<file path="src/rtl/slave_cfg_ack_scheduler.sv">
// slave_cfg_ack_scheduler
// Queues single-cycle completion/error pulses from the slave configuration
// parser as pending acknowledgements. Each acknowledgement goes out as one
// 6-byte frame (A5, MODULE, CMD, STATUS, CHK, 5A) on the shared CDC TX byte
// stream. Pending acknowledgements are served round-robin.
//
// Ports:
//   clk, rst_n         clock, asynchronous active-low reset
//   evt_*              event pulses 0..5 (see event table below)
//   tx_data/tx_valid   byte stream towards CDC TX, held stable while stalled
//   tx_ready           CDC TX accepts the current byte
//   busy               frame in progress or inter-frame gap running
//   pending            pending acknowledgement bits, bit i = event i
//   dropped_count      saturating count of duplicate events that were dropped
module slave_cfg_ack_scheduler #(
  parameter int unsigned GAP_CYCLES = 0
) (
  input  logic       clk,
  input  logic       rst_n,
  input  logic       evt_spi_mode,
  input  logic       evt_i2c_7b_addr,
  input  logic       evt_i2c_reg_size,
  input  logic       evt_i2c_mode,
  input  logic       evt_i2c_10b_addr,
  input  logic       evt_parse_error,
  output logic [7:0] tx_data,
  output logic       tx_valid,
  input  logic       tx_ready,
  output logic       busy,
  output logic [5:0] pending,
  output logic [7:0] dropped_count
);

  typedef enum logic [1:0] {StIdle, StSend, StGap} state_e;

  state_e     state_q, state_d;
  logic [5:0] evt;
  logic [5:0] pending_q, pending_d;
  logic [5:0] grant_mask, drop_mask;
  logic [2:0] ptr_q, ptr_d;
  logic [2:0] idx_q, idx_d;
  logic [2:0] cand;
  logic [2:0] grant_idx;
  logic       grant_vld;
  logic [7:0] mod_q, mod_d, cmd_q, cmd_d, sts_q, sts_d;
  logic [7:0] ev_mod, ev_cmd, ev_sts;
  logic [7:0] gap_q, gap_d;
  logic [7:0] dropped_q, dropped_d;
  logic [3:0] drop_num;
  logic [8:0] drop_sum;

  assign evt = {evt_parse_error, evt_i2c_10b_addr, evt_i2c_mode,
                evt_i2c_reg_size, evt_i2c_7b_addr, evt_spi_mode};

  // Round-robin search: first set bit starting at ptr+1, wrapping 5 -> 0.
  always_comb begin
    grant_vld = 1'b0;
    grant_idx = '0;
    cand      = '0;
    for (int unsigned k = 1; k <= 6; k++) begin
      cand = 3'((32'(ptr_q) + k) % 32'd6);
      if (!grant_vld && pending_q[cand]) begin
        grant_vld = 1'b1;
        grant_idx = cand;
      end
    end
  end

  // Frame contents for the candidate grant.
  always_comb begin
    ev_mod = 8'h00;
    ev_cmd = 8'h00;
    ev_sts = 8'h00;
    unique case (grant_idx)
      3'd0:    begin ev_mod = 8'h01; ev_cmd = 8'h01; ev_sts = 8'h00; end
      3'd1:    begin ev_mod = 8'h02; ev_cmd = 8'h02; ev_sts = 8'h00; end
      3'd2:    begin ev_mod = 8'h02; ev_cmd = 8'h03; ev_sts = 8'h00; end
      3'd3:    begin ev_mod = 8'h02; ev_cmd = 8'h04; ev_sts = 8'h00; end
      3'd4:    begin ev_mod = 8'h02; ev_cmd = 8'h06; ev_sts = 8'h00; end
      3'd5:    begin ev_mod = 8'hFF; ev_cmd = 8'hFF; ev_sts = 8'hEE; end
      default: begin ev_mod = 8'h00; ev_cmd = 8'h00; ev_sts = 8'h00; end
    endcase
  end

  // Pending capture: a new pulse always wins over a same-cycle grant clear;
  // a pulse on a bit that stays set is a dropped duplicate.
  always_comb begin
    grant_mask = '0;
    if (state_q == StIdle && grant_vld) begin
      grant_mask = 6'b000001 << grant_idx;
    end
    drop_mask = evt & pending_q & ~grant_mask;
    pending_d = (pending_q & ~grant_mask) | evt;
    drop_num  = '0;
    for (int i = 0; i < 6; i++) begin
      drop_num = drop_num + {3'b000, drop_mask[i]};
    end
    drop_sum  = {1'b0, dropped_q} + {5'b00000, drop_num};
    dropped_d = drop_sum[8] ? 8'hFF : drop_sum[7:0];
  end

  // FSM next state.
  always_comb begin
    state_d = state_q;
    ptr_d   = ptr_q;
    idx_d   = idx_q;
    mod_d   = mod_q;
    cmd_d   = cmd_q;
    sts_d   = sts_q;
    gap_d   = gap_q;
    unique case (state_q)
      StIdle: begin
        if (grant_vld) begin
          state_d = StSend;
          ptr_d   = grant_idx;
          idx_d   = '0;
          mod_d   = ev_mod;
          cmd_d   = ev_cmd;
          sts_d   = ev_sts;
        end
      end
      StSend: begin
        if (tx_ready) begin
          if (idx_q == 3'd5) begin
            if (GAP_CYCLES != 0) begin
              state_d = StGap;
              gap_d   = '0;
            end else begin
              state_d = StIdle;
            end
          end else begin
            idx_d = idx_q + 3'd1;
          end
        end
      end
      StGap: begin
        if (gap_q == 8'(GAP_CYCLES - 1)) begin
          state_d = StIdle;
        end else begin
          gap_d = gap_q + 8'd1;
        end
      end
      default: state_d = StIdle;
    endcase
  end

  // State register.
  always_ff @(posedge clk or negedge rst_n) begin
    if (!rst_n) begin
      state_q   <= StIdle;
      pending_q <= '0;
      ptr_q     <= 3'd5;
      idx_q     <= '0;
      mod_q     <= '0;
      cmd_q     <= '0;
      sts_q     <= '0;
      gap_q     <= '0;
      dropped_q <= '0;
    end else begin
      state_q   <= state_d;
      pending_q <= pending_d;
      ptr_q     <= ptr_d;
      idx_q     <= idx_d;
      mod_q     <= mod_d;
      cmd_q     <= cmd_d;
      sts_q     <= sts_d;
      gap_q     <= gap_d;
      dropped_q <= dropped_d;
    end
  end

  // Outputs.
  always_comb begin
    tx_valid = (state_q == StSend);
    busy     = (state_q != StIdle);
    tx_data  = 8'h00;
    if (state_q == StSend) begin
      unique case (idx_q)
        3'd0:    tx_data = 8'hA5;
        3'd1:    tx_data = mod_q;
        3'd2:    tx_data = cmd_q;
        3'd3:    tx_data = sts_q;
        3'd4:    tx_data = mod_q ^ cmd_q ^ sts_q;
        3'd5:    tx_data = 8'h5A;
        default: tx_data = 8'h00;
      endcase
    end
  end

  assign pending       = pending_q;
  assign dropped_count = dropped_q;

endmodule
</file>
<file path="config.mk">
export PLATFORM = sky130hd
export DESIGN_NAME = slave_cfg_ack_scheduler
export DESIGN_NICKNAME = d
export VERILOG_FILES = /design/src/rtl/slave_cfg_ack_scheduler.sv
export SDC_FILE = /design/constraint.sdc
export NUM_CORES = 1
export LEC_CHECK = 0
export BUFFER_PORTS_ARGS = -buffer_cell sky130_fd_sc_hd__buf_2
export CAP_MARGIN = 5
export CORE_UTILIZATION = 35
export CTS_CLUSTER_DIAMETER = 30
export DETAILED_ROUTE_END_ITERATION = 6
export GPL_TIMING_DRIVEN = 1
export REMOVE_ABC_BUFFERS = 1
export SLEW_MARGIN = 20
export SYNTH_ARGS = -nofsm -noshare
export SYNTH_HDL_FRONTEND = slang
export SYNTH_SLANG_ARGS = --single-unit
</file>
<file path="constraint.sdc">
create_clock -name clk -period 8.3 [get_ports clk]
set_clock_uncertainty 0.15 [all_clocks]
set_input_delay 0.83 -clock clk [delete_from_list [all_inputs] [get_ports clk]]
set_output_delay 0.83 -clock clk [all_outputs]
set_load 0.005 [all_outputs]
</file>
After elaboration in Yosys (flattened, before gate mapping)
Cells that the tools add are included.

word-level totals
  bits in registers = 54
  input bits = 9
  output and inout bits = 24

cells by class
  order comparisons = 6
  shift operators = 1
  bitwise operators = 8
  $add $sub $neg = 14
  div/mod/pow operators = 6
  reduce and logical (&&, ||, !) cells = 21
  muxes and demuxes = 40
  eq/ne operators = 18

operator list
  cell                                                                           number
  32-bit by 3-bit modulo with 32-bit output (second input constant)              6
  8-bit case mux with 6 select lines                                             2
  3-bit two-way mux                                                              9
  3-bit by 4-bit less-than comparator with 1-bit output (second input constant)  6
  8-bit two-way mux                                                              3
  8-bit case mux with 3 select lines                                             1
  6-bit bitwise AND                                                              3
  1-bit binary-select mux with 3-bit select                                      6
  8-bit bitwise XOR                                                              2
  3-bit by 3-bit adder with 4-bit output (second input constant)                 3
  3-bit by 2-bit == test with 1-bit output (second input constant)               4
  3-bit == test (second input constant)                                          4
  1-bit two-way mux                                                              12
  8-bit by 4-bit adder with 9-bit output                                         1
  3-bit by 2-bit adder with 4-bit output (second input constant)                 2
  4-bit by 1-bit adder with 4-bit output                                         2
  8-bit by 1-bit adder with 8-bit output (second input constant)                 1
  8-bit == test (second input constant)                                          1
  2-bit two-way mux                                                              4
  4-bit AND reduction                                                            2
  3-bit by 1-bit == test with 1-bit output (second input constant)               2
  1-bit logical AND                                                              6
  3-bit logical NOT                                                              2
  6-bit two-way mux                                                              1
  20 further kinds                                                               29

Logic depth before layout (Yosys ltp)
Gate-level depths: netlist of run 1.

  word-level depth = 31
  depth in mapped cells = 27

Least setup slack after synthesis of run 1
OpenSTA, ideal clock, no wires.

  path type = register -> register
  start point = register ptr_q[2]
  end point = register dropped_q[0] (netlist: dropped_count[0])
  buffers on the path = 1
  setup slack = 2.118 ns
  setup time = 0.069 ns
  stages on the path, launching flop included = 26
  data arrival time = 5.963 ns
  data required time = 8.081 ns
  period minus slack after synthesis = 6.182 ns
  cell sequence = dfstp_2 buf_6 inv_1 ha_1 a21oi_2 inv_2 ha_1 nor2b_1 and2_1 nor3_1 o21ai_0 and4_1 o211ai_2 a32oi_4 nand4b_1 and3_1 fa_1 fa_1 inv_1 fa_1 fa_1 inv_1 a21oi_1 nor2b_1 nand3_1 nand2_1

on the way
  cells in the longest elaborated chain, start to end = 31
  elaborated cells between the ends (all ways) = 58
  those cells by class = add/sub (12); div (6); shift (1); mux (26); bitwise (2); reduce/logical (11)

RTL lines
  element                                     RTL line  source
  start, declared                             40        logic [2:0] ptr_q, ptr_d;
  start signal, assigned                      162       ptr_q <= ptr_d;
  3-bit by 1-bit adder with 4-bit output      61        cand = 3'((32'(ptr_q) + k) % 32'd6);
  32-bit by 3-bit modulo with 32-bit output   61
  1-bit binary-select mux with 3-bit select   62        if (!grant_vld && pending_q[cand]) begin
  1-bit two-way mux (implied by the code)     62
  1-bit two-way mux                           62
  1-bit logical NOT                           62
  1-bit logical AND                           62
  1-bit two-way mux                           62
  [16 not listed]                             --
  1-bit by 1-bit adder with 2-bit output      96        drop_num = drop_num + {3'b000, drop_mask[i]};
  2-bit by 1-bit adder with 3-bit output      96
  3-bit by 1-bit adder with 4-bit output      96
  4-bit by 1-bit adder with 4-bit output      96
  4-bit by 1-bit adder with 4-bit output (*)  96
  8-bit by 4-bit adder with 9-bit output (*)  98        drop_sum = {1'b0, dropped_q} + {5'b00000, drop_num};
  8-bit two-way mux (*)                       99        dropped_d = drop_sum[8] ? 8'hFF : drop_sum[7:0];
  via dropped_d[0]                            48        logic [7:0] dropped_q, dropped_d;
  end signal, assigned                        168       dropped_q <= dropped_d;
  end, declared                               48

Mark *: on every way through the listed nets, which the timed path passes. The rest lies on a longest branch. The select of a mux whose other input is x is not followed.
A chain may end at the register's enable or synchronous reset.

Final worst setup path of run 1
  start point = register ptr_q[0]
  end point = register dropped_q[1] (netlist: dropped_count[1])

Same word-level chain as after synthesis.

==> results of run 1 <==
-- final timing paths --
kind | startpoint | to | slack (ns) | cells after the start
worst min-delay path | rst_n | dropped_count[5] | 0.39 | 1
worst max register to register | ptr_q[0] | dropped_count[1] | 1.26 | 23
min in group clk | mod_q[0] | mod_q[0] | 0.39 | 1
worst min register to register | mod_q[0] | mod_q[0] | 0.39 | 1
max in group asynchronous | rst_n | ptr_q[1] | 7.21 | 1
worst max-delay path | ptr_q[0] | dropped_count[1] | 1.26 | 23
-- cells by family (layout without fill, tap and decap cells) --
logic type	Yosys count	after routing	synth area share
fa+ha+maj	22	22	0.115
simple gates	96	96	0.183
buf+inv	40	60	0.0792
mux	15	15	0.0608
compound gates	90	90	0.260
xor+xnor	11	11	0.0462
flops	27	27	0.255
-- sequential cells by signal (all words and copies together) (netlist names) --
| register | cells |
|---|---|
| cmd_q | 3 |
| dropped_count | 8 |
| idx_q | 3 |
| mod_q | 3 |
| pending | 6 |
| ptr_q | 3 |
| state_q | 1 |
-- area by class of cell --
type / count / share of cell area
tap: 99 / 0.0431
multi-input combinational: 234 / 0.615
sequential: 27 / 0.236
inverter: 23 / 0.0301
clock buffer: 3 / 0.0144
timing repair buffer: 33 / 0.0584
clock inverter: 1 / 0.00261
-- per-layer routing --
metal | wire, um | track usage | up-vias
li1 | - | - | 1127
met5 | 0 | 0 | -
met1 | 2950 | 0.238 | 1076
met4 | 51 | 0.0260 | 0
met2 | 2700 | 0.253 | 35
met3 | 175 | 0.0185 | 6
-- cell usage in the layout, fill, tap and decap left out, types with 7 or more instances in the layout --
| cell type | instances |
|---|---|
| buf_2 | 32 |
| ha_1 | 18 |
| dfrtp_1 | 25 |
| nand3_1 | 15 |
| a21oi_1 | 17 |
| nor2_1 | 15 |
| xnor2_1 | 7 |
| nand2_1 | 30 |
| o21ai_0 | 13 |
| mux2i_1 | 9 |
| inv_1 | 21 |
-- per-stage QoR --
step	hold WS, ns	setup WS [ns]	cell area (um^2)
detailed placement	0.367	1.31	2820
floorplan	0.323	1.75	2530
global placement	0.359	1.55	2820
CTS	0.389	1.28	2870
finish	0.387	1.26	2870
global route	0.430	0.718	2870
==> metrics.yaml, run 1 <==
floorplanning:
  core_um2: 7290
  initial_core_util: 0.364
  rows: 31
  dieArea_um2: 7940
  chipHeight_um: 89.1
  chipWidth_um: 89.1
  io_pins: 33
synth:
  seq_area_frac_synth: 0.255
  synth_area_um2: 2660
  synth_flop_cell: "dfrtp_1"
  syn-instance-count: 301
  ys_top_cells_by_area: "dfrtp_1, ha_1, nand2_1"
  synth_top_area_cell: "dfrtp_1"
  synth_top_area_share: 0.236
  syn_area_per_cell_um2: 8.82
  synthTopCellsByCount: "nand2_1, dfrtp_1, inv_1"
  synthArstFlopShare: 1.00
  yosys.cell_types.count: 71
  synth_edf_count: 0
  ys_seq_elements: 27
  ys_warn_count: 0
  yosysMostFrequentCell: "nand2_1"
final_layout:
  seq_area_um2: 678
  finalNonFillerCells: 420
  final_util: 0.394
  fillers: 791
  antenna_cells: 0
  layout.nets: 353
  layout-area-overhead-vs-synth_pct: 8.15
  layout-drive-gt1-share: 0.199
  multi_input_area_um2: 1770
global_route:
  grtUsageTotal: 0.160
  grt_max_degree: 28
  grt-ovfl-total: 0
  antenna_found_initial: 0
  first_global_vias: 2075
  grt_pass1_wl_mm: 10.0
status:
  status: "complete, no violations"
sta:
  worst_pin_slew_ns: 0.842
  setup_viol: 0
  min_period_ns: 7.04
  slew-limit-headroom: 0.435
  hold_viol_final: 0
  post-route-period-util: 0.848
  maxSlewViolCount: 0
  maxClockFrequency_ghz: 0.142
  final.setup.tns_ns: 0
  grt_setup_unrepaired: "false"
clock_network:
  cts_root_buf: "clkbuf_8"
  cts_buffers: 3
  clock_latency_ns: 0.28
  cts_setup_buffers: 0
  cts.path.max_buffers: 2
  cts_tree: "yes"
  clkTransAtPathRegs_ns: 0.09
  cts_hold_buf: 0
  cts_resized: 0
  clock_sinks: 27
  htree_levels: 1
flow_run:
  max_cap_viol_count: 0
worst_hold_path:
  min_path_type: "in2async"
routing:
  wl_mm: 5.87
  ant_nets: 0
  firstDrtPassIters: 6
  drcViolationCount: 0
  viasPerCell: 5.34
  num_vias: 2244
  wl_per_cell_um: 14.0
  drt_iter0_markers: 156
setup_path:
  cp.arrival_ns: 7.10
  worst-path-buf-inv: 3
  cp_slowest_cell: "dfstp_2"
  start_kind: "flop"
  crit_type: "reg2reg"
  slowest_delay_ns: 0.83
  timing.critical_path.to_type: "flop"
  cp_common_cell: "fa_1"
  path_delay_family: "adder cells"
  worstPathCellList: "ha_1, xor2_4, inv_2, ha_1, nor2b_1, and2_1, nor3_1, o21ai_0, and4_1, o211ai_2, a32oi_4, nand4b_1, and3_1, fa_1, fa_1, inv_1, fa_1, fa_1, inv_1, a21oi_1, nor2b_1, nand3_1, nand2_1"
  cp_max_fo: 22
  worst_ep_required_time_ns: 8.37
placed_design:
  gp_congestion: 0.882
  io_buffers: 32
  placed_cells: 416
  hpwl_mm: 4.58
Power of run 1 is left out: the tool's default activity adds up to more than one toggle a clock period on the data nets, which glitch-free logic cannot reach.
==> run 2, diff against run 1 <==
--- a/config.mk
+++ b/config.mk
@@ -5,6 +5,7 @@
 export SDC_FILE = /design/constraint.sdc
 export NUM_CORES = 1
 export LEC_CHECK = 0
+export ABC_AREA = 1
 export BUFFER_PORTS_ARGS = -buffer_cell sky130_fd_sc_hd__buf_2
 export CAP_MARGIN = 5
 export CORE_UTILIZATION = 35
==> constraint.sdc (replaced) <==
create_clock -name clk -period 6.55 [get_ports clk]
set_clock_uncertainty 0.15 [all_clocks]
set_input_delay 0.655 -clock clk [delete_from_list [all_inputs] [get_ports clk]]
set_output_delay 0.655 -clock clk [all_outputs]
set_load 0.005 [all_outputs]
==> run 2 against run 1 <==
  * Setup slack lost 0.73 ns
  * Sequential share of layout area down 0.72 points
  * Wire length rose by 3.6%
  * Final area is 3.4% higher
  * Non-clock buffer count rose by 5
  * Hold slack got worse by 0.16 ns
  * Largest cell class unchanged
==> metrics.yaml, run 2 <==
global_route:
  grtUsageTotal: 0.165  # was 0.160
  antenna_found_initial: 0  # unchanged
  grt-ovfl-total: 0  # unchanged
  grt_max_degree: 28  # unchanged
  grt_pass1_wl_mm: 10.4  # was 10.0 mm
  first_global_vias: 2323  # was 2075
final_layout:
  antenna_cells: 0  # unchanged
  layout-area-overhead-vs-synth_pct: 12.7  # was 8.15%
  final_cell_mix: "nand2_1, inv_1, nand3_1, buf_2, nor2_1"  # was buf_2, nand2_1, dfrtp_1, inv_1, ha_1
  layout.nets: 446  # was 353
  layout-drive-gt1-share: 0.222  # was 0.199
  largest_reg_flops: 8  # unchanged
  mostFrequentLayoutCell: "nand2_1"  # was buf_2
clock_network:
  clock_sinks: 27  # unchanged
  clock_latency_ns: 0.27  # was 0.28 ns
  htree_levels: 1  # unchanged
  cts_root_buf: "clkbuf_8"  # unchanged
  clkTransAtPathRegs_ns: 0.09  # about the same
  cts.path.max_buffers: 2  # unchanged
  cts_tree: "yes"  # unchanged
  cts_buffers: 3  # unchanged
  cts_hold_buf: 0  # unchanged
routing:
  wl_mm: 6.08  # was 5.87 mm
  drcViolationCount: 0  # unchanged
  num_vias: 2494  # was 2244
  top_layer_used: "met4"  # unchanged
  routed-wl-met2_mm: 2.97  # was 2.70 mm
  viasPerCell: 4.86  # was 5.34
  met3_length_um: 211  # was 175 um
  firstDrtPassIters: 5  # was 6
  drt-met1-wl_mm: 2.88  # was 2.95 mm
  wl_per_cell_um: 11.9  # was 14.0 um
  drt_iter0_markers: 91  # was 156
  ant_nets: 0  # unchanged
sta:
  post-route-period-util: 0.918  # was 0.848
  min_period_ns: 6.01  # was 7.04 ns
  grt_setup_unrepaired: "false"  # unchanged
  hold_viol_final: 0  # unchanged
  final.setup.tns_ns: 0  # unchanged
  maxSlewViolCount: 0  # unchanged
  worst_pin_slew_ns: 0.589  # was 0.842 ns
  maxClockFrequency_ghz: 0.166  # was 0.142 GHz
  setup_viol: 0  # unchanged
  slew-limit-headroom: 0.608  # was 0.435
floorplanning:
  chipWidth_um: 88.7  # was 89.1 um
  io_pins: 33  # unchanged
  initial_core_util: 0.363  # was 0.364
  rows: 31  # unchanged
  dieArea_um2: 7880  # was 7940 um^2
  chipHeight_um: 88.7  # was 89.1 um
  core_um2: 7250  # was 7290 um^2
setup_path:
  worst_ep_required_time_ns: 6.61  # was 8.37 ns
  r2r_cells: 31  # was 23
  cp_max_fo: 10  # was 22
  timing.critical_path.to_type: "flop"  # unchanged
  r2r_slack_ns: 0.54  # was 1.26 ns
  worst-path-buf-inv: 4  # was 3
  r2r_end: "dropped_count[4]"  # was dropped_count[1]
  slowest_delay_ns: 0.54  # was 0.83 ns
  r2r-start: "ptr_q[1]"  # was ptr_q[0]
  cp.arrival_ns: 6.07  # was 7.10 ns
  path_delay_family: "adder cells"  # unchanged
  cp_slowest_cell: "fa_1"  # was dfstp_2
  crit_type: "reg2reg"  # unchanged
  start_kind: "flop"  # unchanged
synth:
  synth_top_area_share: 0.238  # was 0.236
  yosys.cell_types.count: 42  # was 71
  syn_area_per_cell_um2: 6.93  # was 8.82 um^2
  ys_top_cells_by_area: "dfrtp_1, nand2_1, ha_1"  # was dfrtp_1, ha_1, nand2_1
  synthTopCellsByCount: "nand2_1, inv_1, nand3_1"  # was nand2_1, dfrtp_1, inv_1
  seq_area_frac_synth: 0.257  # was 0.255
  yosysMostFrequentCell: "nand2_1"  # unchanged
  synth_edf_count: 0  # unchanged
  synth_area_um2: 2630  # was 2660 um^2
  ys_warn_count: 0  # unchanged
  ys_seq_elements: 27  # unchanged
  synth_flop_cell: "dfrtp_1"  # unchanged
  synth_top_area_cell: "dfrtp_1"  # unchanged
  synthArstFlopShare: 1.00  # unchanged
  syn-instance-count: 380  # was 301
worst_hold_path:
  min_path_type: "in2async"  # unchanged
flow_run:
  max_cap_viol_count: 0  # unchanged
status:
  status: "complete, no violations"  # unchanged
placed_design:
  gp_congestion: 0.806  # was 0.882
  io_buffers: 32  # unchanged
  hpwl_mm: 4.95  # was 4.58 mm
## run 2: cell count changes after synthesis, sizes merged, moves of 8 or more
cell,delta
inv,+34
mux2i,-9
nand2,+85
nand3,+31
nor2,+18
o21ai,+10
xnor2,-8
## run 2: worst max-delay path by stage
stage	start	to	cells after the start
after floorplan	ptr_q[0]	dropped_count[4]	32
after global placement	ptr_q[2]	dropped_count[3]	31
after detailed placement	ptr_q[2]	dropped_count[2]	29
after CTS	ptr_q[2]	dropped_count[4]	29
after global routing	ptr_q[2]	dropped_count[2]	31
final	ptr_q[1]	dropped_count[4]	31
## run 2: kinds of logic (layout without fill, tap and decap cells)
logic type,after synthesis,in the layout,share of synthesized area
AO/OA/AOI/OAI,55,55,0.126
adder cells (fa/ha/maj),22,22,0.116
AND/OR/NAND/NOR,208,208,0.391
flip-flops,27,27,0.257
buffers and inverters,66,100,0.104
XOR/XNOR,2,2,0.00665
## run 2: area by class of cell
class                           instances  area, um^2
Inverter                               58         218
Sequential cell                        27         679
Timing Repair Buffer                   38         205
Clock buffer                            4        45.0
Multi-Input combinational cell        287        1700
Tap cell                               99         124
Fill cell                             793        4290
## run 2: metrics by stage
stage | utilization | instances | hold slack (ns) | setup slack (ns) | cell area [um^2]
2_1_floorplan | - | 372 | 0.209 | 0.821 | 2580
4_1_cts | 0.402 | 508 | 0.252 | 0.214 | 2920
5_1_grt | 0.409 | 513 | 0.280 | 0.0231 | 2970
3_3_place_gp | 0.396 | 504 | 0.368 | 0.339 | 2870
3_5_place_dp | 0.396 | 504 | 0.374 | 0.234 | 2870
6_report | 0.409 | 513 | 0.226 | 0.537 | 2970
## run 2: layer usage
| layer | GRT usage | vias up |
|---|---|---|
| met5 | 0 | - |
| met4 | 0.0264 | 0 |
| met3 | 0.0131 | 2 |
| met2 | 0.297 | 46 |
| met1 | 0.220 | 1151 |
| li1 | - | 1295 |
## run 2: worst register-to-register path: cells and delay by family, from the launching register on
kind | cells | cell delay, ns
compound gates | 1 | 0.27
flops | 1 | 0.44
simple gates | 20 | 2.34
buf+inv | 4 | 0.28
fa+ha+maj | 6 | 2.44
## run 2: timing repair
action	4_1_cts	5_1_grt
buffers inserted	0	5
resized for setup	0	4
endpoints found under the setup margin	0	7
Power of run 2 is left out for the same reason.
